**config.mk**
```make
export PLATFORM = sky130hd
export DESIGN_NAME = sobel_window_flat
export DESIGN_NICKNAME = d
export VERILOG_FILES = /design/src/rtl/sobel_window_if.sv /design/src/rtl/sobel_window.sv /design/src/flat_wrapper.sv
export SDC_FILE = /design/constraint.sdc
export NUM_CORES = 1
export LEC_CHECK = 0
export ABC_CLOCK_PERIOD_IN_PS = 5100
export BUFFER_PORTS_ARGS = -buffer_cell sky130_fd_sc_hd__buf_2
export CORE_MARGIN = 1
export CORE_UTILIZATION = 54
export DETAILED_ROUTE_END_ITERATION = 8
export PLACE_DENSITY_LB_ADDON = 0.2
export RECOVER_POWER = 100
export SLEW_MARGIN = 0
export SYNTH_ARGS = -nofsm -noshare
export SYNTH_HDL_FRONTEND = slang
export SYNTH_SLANG_ARGS = --single-unit
export TNS_END_PERCENT = 5
```
**constraint.sdc**
```tcl
create_clock -name clk -period 5.1 [get_ports clk]
set_input_delay 1.02 -clock clk [delete_from_list [all_inputs] [get_ports clk]]
set_output_delay 1.02 -clock clk [all_outputs]
set_load 0.01 [all_outputs]
```
**src/rtl/sobel_window_if.sv**
```systemverilog
// Beat bus between the row shift stage, the Sobel window stage and the edge writeback stage.
// The slave side accepts row beats and produces edge magnitudes.
interface sobel_window_if;
  logic        in_valid;
  logic        in_ready;
  logic        in_last;
  logic [31:0] row_top;
  logic [31:0] row_mid;
  logic [31:0] row_bot;
  logic        out_valid;
  logic [31:0] edge_out;

  modport master (
    output in_valid, in_last, row_top, row_mid, row_bot,
    input  in_ready, out_valid, edge_out
  );

  modport slave (
    input  in_valid, in_last, row_top, row_mid, row_bot,
    output in_ready, out_valid, edge_out
  );
endinterface

```
**src/rtl/sobel_window.sv**
```systemverilog
// Sobel |Gx|+|Gy| stage: holds one word of horizontal context per row, builds 3x3
// windows across word boundaries (zero padded at line ends) and emits four saturated magnitudes.
module sobel_window (
  input  logic            clk,
  input  logic            rst_n,
  sobel_window_if.slave   bus
);

  typedef enum logic [1:0] {S_EMPTY, S_HOLD, S_FLUSH} state_t;

  state_t             r_state;
  logic [31:0]        r_cur_top, r_cur_mid, r_cur_bot;
  logic [7:0]         r_lctx_top, r_lctx_mid, r_lctx_bot;
  logic [47:0]        r_win_top_p0, r_win_mid_p0, r_win_bot_p0;
  logic               r_vld_p0;
  logic signed [10:0] r_gx_p1 [4];
  logic signed [10:0] r_gy_p1 [4];
  logic               r_vld_p1;
  logic [31:0]        r_edge_p2;
  logic               r_vld_p2;
  logic               w_accept;

  function automatic logic signed [10:0] ext11(input logic [7:0] p);
    return $signed({3'b000, p});
  endfunction

  function automatic logic signed [10:0] calc_gx(input logic [7:0] a, c, d, f, g, i);
    return (ext11(c) - ext11(a)) + ((ext11(f) - ext11(d)) <<< 1) + (ext11(i) - ext11(g));
  endfunction

  function automatic logic signed [10:0] calc_gy(input logic [7:0] a, b, c, g, h, i);
    return (ext11(g) + (ext11(h) <<< 1) + ext11(i)) - (ext11(a) + (ext11(b) <<< 1) + ext11(c));
  endfunction

  function automatic logic [10:0] abs11(input logic signed [10:0] v);
    return v[10] ? 11'(-v) : 11'(v);
  endfunction

  function automatic logic [7:0] sat8(input logic signed [10:0] gx, input logic signed [10:0] gy);
    logic [11:0] mag;
    mag = {1'b0, abs11(gx)} + {1'b0, abs11(gy)};
    return (mag > 12'd255) ? 8'hFF : mag[7:0];
  endfunction

  assign bus.in_ready  = (r_state != S_FLUSH);
  assign w_accept      = bus.in_valid & bus.in_ready;
  assign bus.out_valid = r_vld_p2;
  assign bus.edge_out  = r_edge_p2;

  // Control FSM and window capture (stage p0); window byte 0 = left context, byte 5 = right
  always_ff @(posedge clk or negedge rst_n) begin
    if (!rst_n) begin
      r_state      <= S_EMPTY;
      r_cur_top    <= '0;
      r_cur_mid    <= '0;
      r_cur_bot    <= '0;
      r_lctx_top   <= '0;
      r_lctx_mid   <= '0;
      r_lctx_bot   <= '0;
      r_win_top_p0 <= '0;
      r_win_mid_p0 <= '0;
      r_win_bot_p0 <= '0;
      r_vld_p0     <= 1'b0;
    end else begin
      r_vld_p0 <= 1'b0;
      case (r_state)
        S_EMPTY: begin
          if (w_accept) begin
            r_cur_top  <= bus.row_top;
            r_cur_mid  <= bus.row_mid;
            r_cur_bot  <= bus.row_bot;
            r_lctx_top <= '0;
            r_lctx_mid <= '0;
            r_lctx_bot <= '0;
            r_state    <= bus.in_last ? S_FLUSH : S_HOLD;
          end
        end
        S_HOLD: begin
          if (w_accept) begin
            r_win_top_p0 <= {bus.row_top[7:0], r_cur_top, r_lctx_top};
            r_win_mid_p0 <= {bus.row_mid[7:0], r_cur_mid, r_lctx_mid};
            r_win_bot_p0 <= {bus.row_bot[7:0], r_cur_bot, r_lctx_bot};
            r_vld_p0     <= 1'b1;
            r_lctx_top   <= r_cur_top[31:24];
            r_lctx_mid   <= r_cur_mid[31:24];
            r_lctx_bot   <= r_cur_bot[31:24];
            r_cur_top    <= bus.row_top;
            r_cur_mid    <= bus.row_mid;
            r_cur_bot    <= bus.row_bot;
            r_state      <= bus.in_last ? S_FLUSH : S_HOLD;
          end
        end
        S_FLUSH: begin
          r_win_top_p0 <= {8'h00, r_cur_top, r_lctx_top};
          r_win_mid_p0 <= {8'h00, r_cur_mid, r_lctx_mid};
          r_win_bot_p0 <= {8'h00, r_cur_bot, r_lctx_bot};
          r_vld_p0     <= 1'b1;
          r_lctx_top   <= '0;
          r_lctx_mid   <= '0;
          r_lctx_bot   <= '0;
          r_state      <= S_EMPTY;
        end
        default: r_state <= S_EMPTY;
      endcase
    end
  end

  // Stage p1: gradients; stage p2: saturated magnitudes
  always_ff @(posedge clk or negedge rst_n) begin
    if (!rst_n) begin
      for (int k = 0; k < 4; k++) begin
        r_gx_p1[k] <= '0;
        r_gy_p1[k] <= '0;
      end
      r_vld_p1  <= 1'b0;
      r_edge_p2 <= '0;
      r_vld_p2  <= 1'b0;
    end else begin
      r_vld_p1 <= r_vld_p0;
      r_vld_p2 <= r_vld_p1;
      if (r_vld_p0) begin
        for (int k = 0; k < 4; k++) begin
          r_gx_p1[k] <= calc_gx(r_win_top_p0[8*k +: 8], r_win_top_p0[8*(k+2) +: 8],
                                r_win_mid_p0[8*k +: 8], r_win_mid_p0[8*(k+2) +: 8],
                                r_win_bot_p0[8*k +: 8], r_win_bot_p0[8*(k+2) +: 8]);
          r_gy_p1[k] <= calc_gy(r_win_top_p0[8*k +: 8], r_win_top_p0[8*(k+1) +: 8],
                                r_win_top_p0[8*(k+2) +: 8],
                                r_win_bot_p0[8*k +: 8], r_win_bot_p0[8*(k+1) +: 8],
                                r_win_bot_p0[8*(k+2) +: 8]);
        end
      end
      if (r_vld_p1) begin
        for (int k = 0; k < 4; k++) begin
          r_edge_p2[8*k +: 8] <= sat8(r_gx_p1[k], r_gy_p1[k]);
        end
      end
    end
  end

endmodule

```
**src/flat_wrapper.sv**
```systemverilog
// flat-port wrapper written by rule: the top's interface ports become plain ports
module sobel_window_flat 
  (clk, rst_n, bus_in_valid, bus_in_last, bus_row_top, bus_row_mid, bus_row_bot, bus_in_ready, bus_out_valid, bus_edge_out);
  sobel_window_if bus_i ();
  input  logic clk;
  input  logic rst_n;
  input wire logic [$bits(bus_i.in_valid)-1:0] bus_in_valid;
  input wire logic [$bits(bus_i.in_last)-1:0] bus_in_last;
  input wire logic [$bits(bus_i.row_top)-1:0] bus_row_top;
  input wire logic [$bits(bus_i.row_mid)-1:0] bus_row_mid;
  input wire logic [$bits(bus_i.row_bot)-1:0] bus_row_bot;
  output wire logic [$bits(bus_i.in_ready)-1:0] bus_in_ready;
  output wire logic [$bits(bus_i.out_valid)-1:0] bus_out_valid;
  output wire logic [$bits(bus_i.edge_out)-1:0] bus_edge_out;
  assign bus_i.in_valid = bus_in_valid;
  assign bus_i.in_last = bus_in_last;
  assign bus_i.row_top = bus_row_top;
  assign bus_i.row_mid = bus_row_mid;
  assign bus_i.row_bot = bus_row_bot;
  assign bus_in_ready = bus_i.in_ready;
  assign bus_out_valid = bus_i.out_valid;
  assign bus_edge_out = bus_i.edge_out;
  sobel_window u_core (.clk(clk), .rst_n(rst_n), .bus(bus_i));
endmodule
```
==> results.sh <==
export IMPL_synth_main_ff_cell="dfrtp_1"
export IMPL_postCtsSetupBuffers=0
export IMPL_ys_seq_elements=389
export IMPL_cts_buffers=47
export IMPL_yosysSeqAreaShare_pct=32.8
export IMPL_reg2reg_setup_slack_ns=0.34
export IMPL_overflow=0
export IMPL_drc=0
export IMPL_core_um2=54000
export IMPL_die_h_um=236
export IMPL_relSlewSlack_pct=-79.8
export IMPL_status="finished with violations"
export IMPL_worstPathArrival_ns=5.21
export IMPL_grt_max_degree=122
export IMPL_violations="capacitance limit, slew limit"
export IMPL_drtIter0Drc=1629
export IMPL_wl_per_cell_um=21.1
export IMPL_rr_startpoint="u_core.r_win_bot_p0[25]$_DFFE_PN0P_"
export IMPL_postRouteAntennaNets=0
export IMPL_finalSetupTns_ns=0
export IMPL_grt_pass1_vias=22800
export IMPL_layout_drive_gt1_share_pct=10.2
export IMPL_hold_viol=0
export IMPL_clk_pin_slew_worst_paths_ns=0.06
export IMPL_synth_area_leader_cell="dfrtp_1"
export IMPL_syn_to_final_growth_pct=9.67
export IMPL_postCtsHoldBufs=0
export IMPL_worstPathRequired_ns=5.55
export IMPL_std_cell_rows=85
export IMPL_fin_crit_sh_pct=93.3
export IMPL_antennaDiodeCount=0
export IMPL_cp_slowest_cell="dfrtp_1"
export IMPL_maxSlewViolCount=656
export IMPL_grt_pass1_wl_um=132000
export IMPL_dp_cells=3947
export IMPL_hp_start="u_core.r_lctx_top[3]$_DFFE_PN0P_"
export IMPL_netlist_instances=3176
export IMPL_worst_path_buf_inv=3
export IMPL_dieWidth_um=236
export IMPL_syn_cell_area_um2=29700
export IMPL_worstMarginPinSlew_ns=2.70
export IMPL_clock_latency_ns=0.62
export IMPL_finalNonFillerCells=4031
export IMPL_rr_worst_depth=18
export IMPL_gp_congestion=0.969
export IMPL_yosys_warnings=0
export IMPL_yosys_area_top_type_share_pct=32.8
export IMPL_synth_edff_count=0
export IMPL_cp_slowest_stage_delay_ns=0.68
export IMPL_htreeDepth=2
export IMPL_hpwl_um=67600
export IMPL_cts_root_buffer_cell="clkbuf_16"
export IMPL_crit_cells=18
export IMPL_finalNetCount=3835
export IMPL_clockBufferDepth=3
export IMPL_wl_um=84900
export IMPL_final_common_cell="inv_1"
export IMPL_cp_endpoint="u_core.r_gy_p1[10]$_DFFE_PN0P_"
export IMPL_whs_path_depth=2
export IMPL_start_kind="flip-flop"
export IMPL_first_pass_iters=5
export IMPL_portBuffers=133
export IMPL_antenna_found_initial=2
export IMPL_critPathCaptureType="flip-flop"
export IMPL_path_class="reg -> reg"
export IMPL_fin_skew_ns=0.0371
export IMPL_vias=23000
export IMPL_avgSynthCellArea_um2=9.34
export IMPL_pin_count=134
export IMPL_initial_core_util_pct=54.9
export IMPL_min_period_ns=4.76
export IMPL_final_util_pct=60.2
export IMPL_fmax_ghz=0.210
export IMPL_cp_max_fo=8
export IMPL_cts_sinks=389
export IMPL_crit_path_start="u_core.r_win_bot_p0[25]$_DFFE_PN0P_"
export IMPL_yosys_top_cells_area="dfrtp_1 33%, ha_1 13%, fa_1 8.6%"
export IMPL_post_cts_resize_count=0
export IMPL_drv_cap=12
export IMPL_synthesis_nets=3711
export IMPL_r2r_end="u_core.r_gy_p1[10]$_DFFE_PN0P_"
export IMPL_final_setup_viol_count=0
export IMPL_path_delay_family="adder cells"
export IMPL_viasPerCell=5.71
export IMPL_die_area_um2=55900
export IMPL_cts_tree="done"
export IMPL_worstHoldPathType="reg -> reg"
export IMPL_mostFrequentLayoutCells="411 x inv_1, 389 x dfrtp_1, 358 x nand2_1"
export IMPL_rsz0062_at_grt="no"
export IMPL_worstPathCellList="ha_1 > inv_1 > fa_1 > nor2b_1 > o21ai_0 > a21boi_0 > o21ai_0 > a21boi_0 > nor2_1 > fa_1 > inv_1 > fa_1 > inv_1 > ha_1 > a21o_1 > a21oi_1 > o2bb2ai_1 > or3b_2"
export IMPL_grt_usage_pct=30.8
export IMPL_synth_cell_types=70
export IMPL_ys_async_sr_fraction_pct=100
cell type report:
| class | count | area, um2 |
|---|---|---|
| fill | 4758 | 21500 |
| multi-input combinational | 2295 | 18000 |
| sequential | 389 | 9730 |
| inverter | 412 | 1550 |
| clock buffer | 64 | 1340 |
| tap | 696 | 871 |
| timing repair buffer | 155 | 746 |
| clock inverter | 20 | 304 |
worst reg2reg max path, delay by kind of cell, from the launching register on:
kind | cells | cell delay (ns)
flip-flops | 1 | 0.68
buffers and inverters | 3 | 0.16
AO/OA/AOI/OAI | 7 | 1.27
adder cells (fa/ha/maj) | 5 | 1.86
AND/OR/NAND/NOR | 3 | 0.66
cell families after synthesis:
group                      share of synthesized area [%]
AOI/OAI and AO/OA                                   14.9
adders and majority gates                           21.6
xor gates and xnor gates                            7.18
buffers and inverters                               6.34
and+or+nand+nor                                     11.8
muxes                                               5.42
DFF                                                 32.8
flip-flops by register name, summed over array words and instances, names as in the netlist, 2 cells and up:
name	count
u_core.r_win_bot_p0	48
u_core.r_win_mid_p0	48
u_core.r_win_top_p0	48
u_core.r_gx_p1	44
u_core.r_gy_p1	44
u_core.bus.edge_out	32
u_core.r_cur_bot	32
u_core.r_cur_mid	32
u_core.r_cur_top	32
u_core.r_lctx_bot	8
u_core.r_lctx_mid	8
u_core.r_lctx_top	8
u_core.r_state	2
layer usage:
layer / global-route usage, % / vias up / routed length, um
met5: 0 / - / 0
met4: 12.8 / 0 / 3600
met3: 5.16 / 141 / 5290
met2: 46.3 / 637 / 36300
met1: 44.1 / 11200 / 39700
li1: - / 11000 / -
through the flow:
step / hold WS (ns) / setup slack [ns] / cell area [um2]
after global placement: 0.450 / 0.540 / 31100
final: 0.465 / 0.342 / 32500
after detailed placement: 0.455 / 0.441 / 31100
after floorplan: 0.352 / 0.931 / 29700
after global routing: 0.494 / 0.0927 / 32500
after CTS: 0.277 / 0.412 / 32800
cell usage after synthesis (37+ instances only):
cell	n
o21a_1	39
nand2_1	358
nor2_1	147
xor2_1	63
dfrtp_1	389
inv_1	412
a21oi_1	152
xnor2_1	180
o21ai_0	251
a21o_1	43
o31ai_1	37
nand2b_1	39
fa_1	128
nor3_1	55
nor2b_1	38
ha_1	307
mux2_2	132
clkbuf_1	43
worst min path at each step:
stage                                                to
CTS                 u_core.r_win_mid_p0[28]$_DFFE_PN0P_
floorplan                u_core.bus.out_valid$_DFF_PN0_
detailed placement     u_core.r_lctx_top[3]$_DFFE_PN0P_
finish                 u_core.r_lctx_top[3]$_DFFE_PN0P_
global placement       u_core.r_lctx_mid[5]$_DFFE_PN0P_
global route           u_core.r_lctx_mid[5]$_DFFE_PN0P_
Power is not shown: default switching activity piles up to over one toggle a cycle in this logic, so the estimate is an artifact.
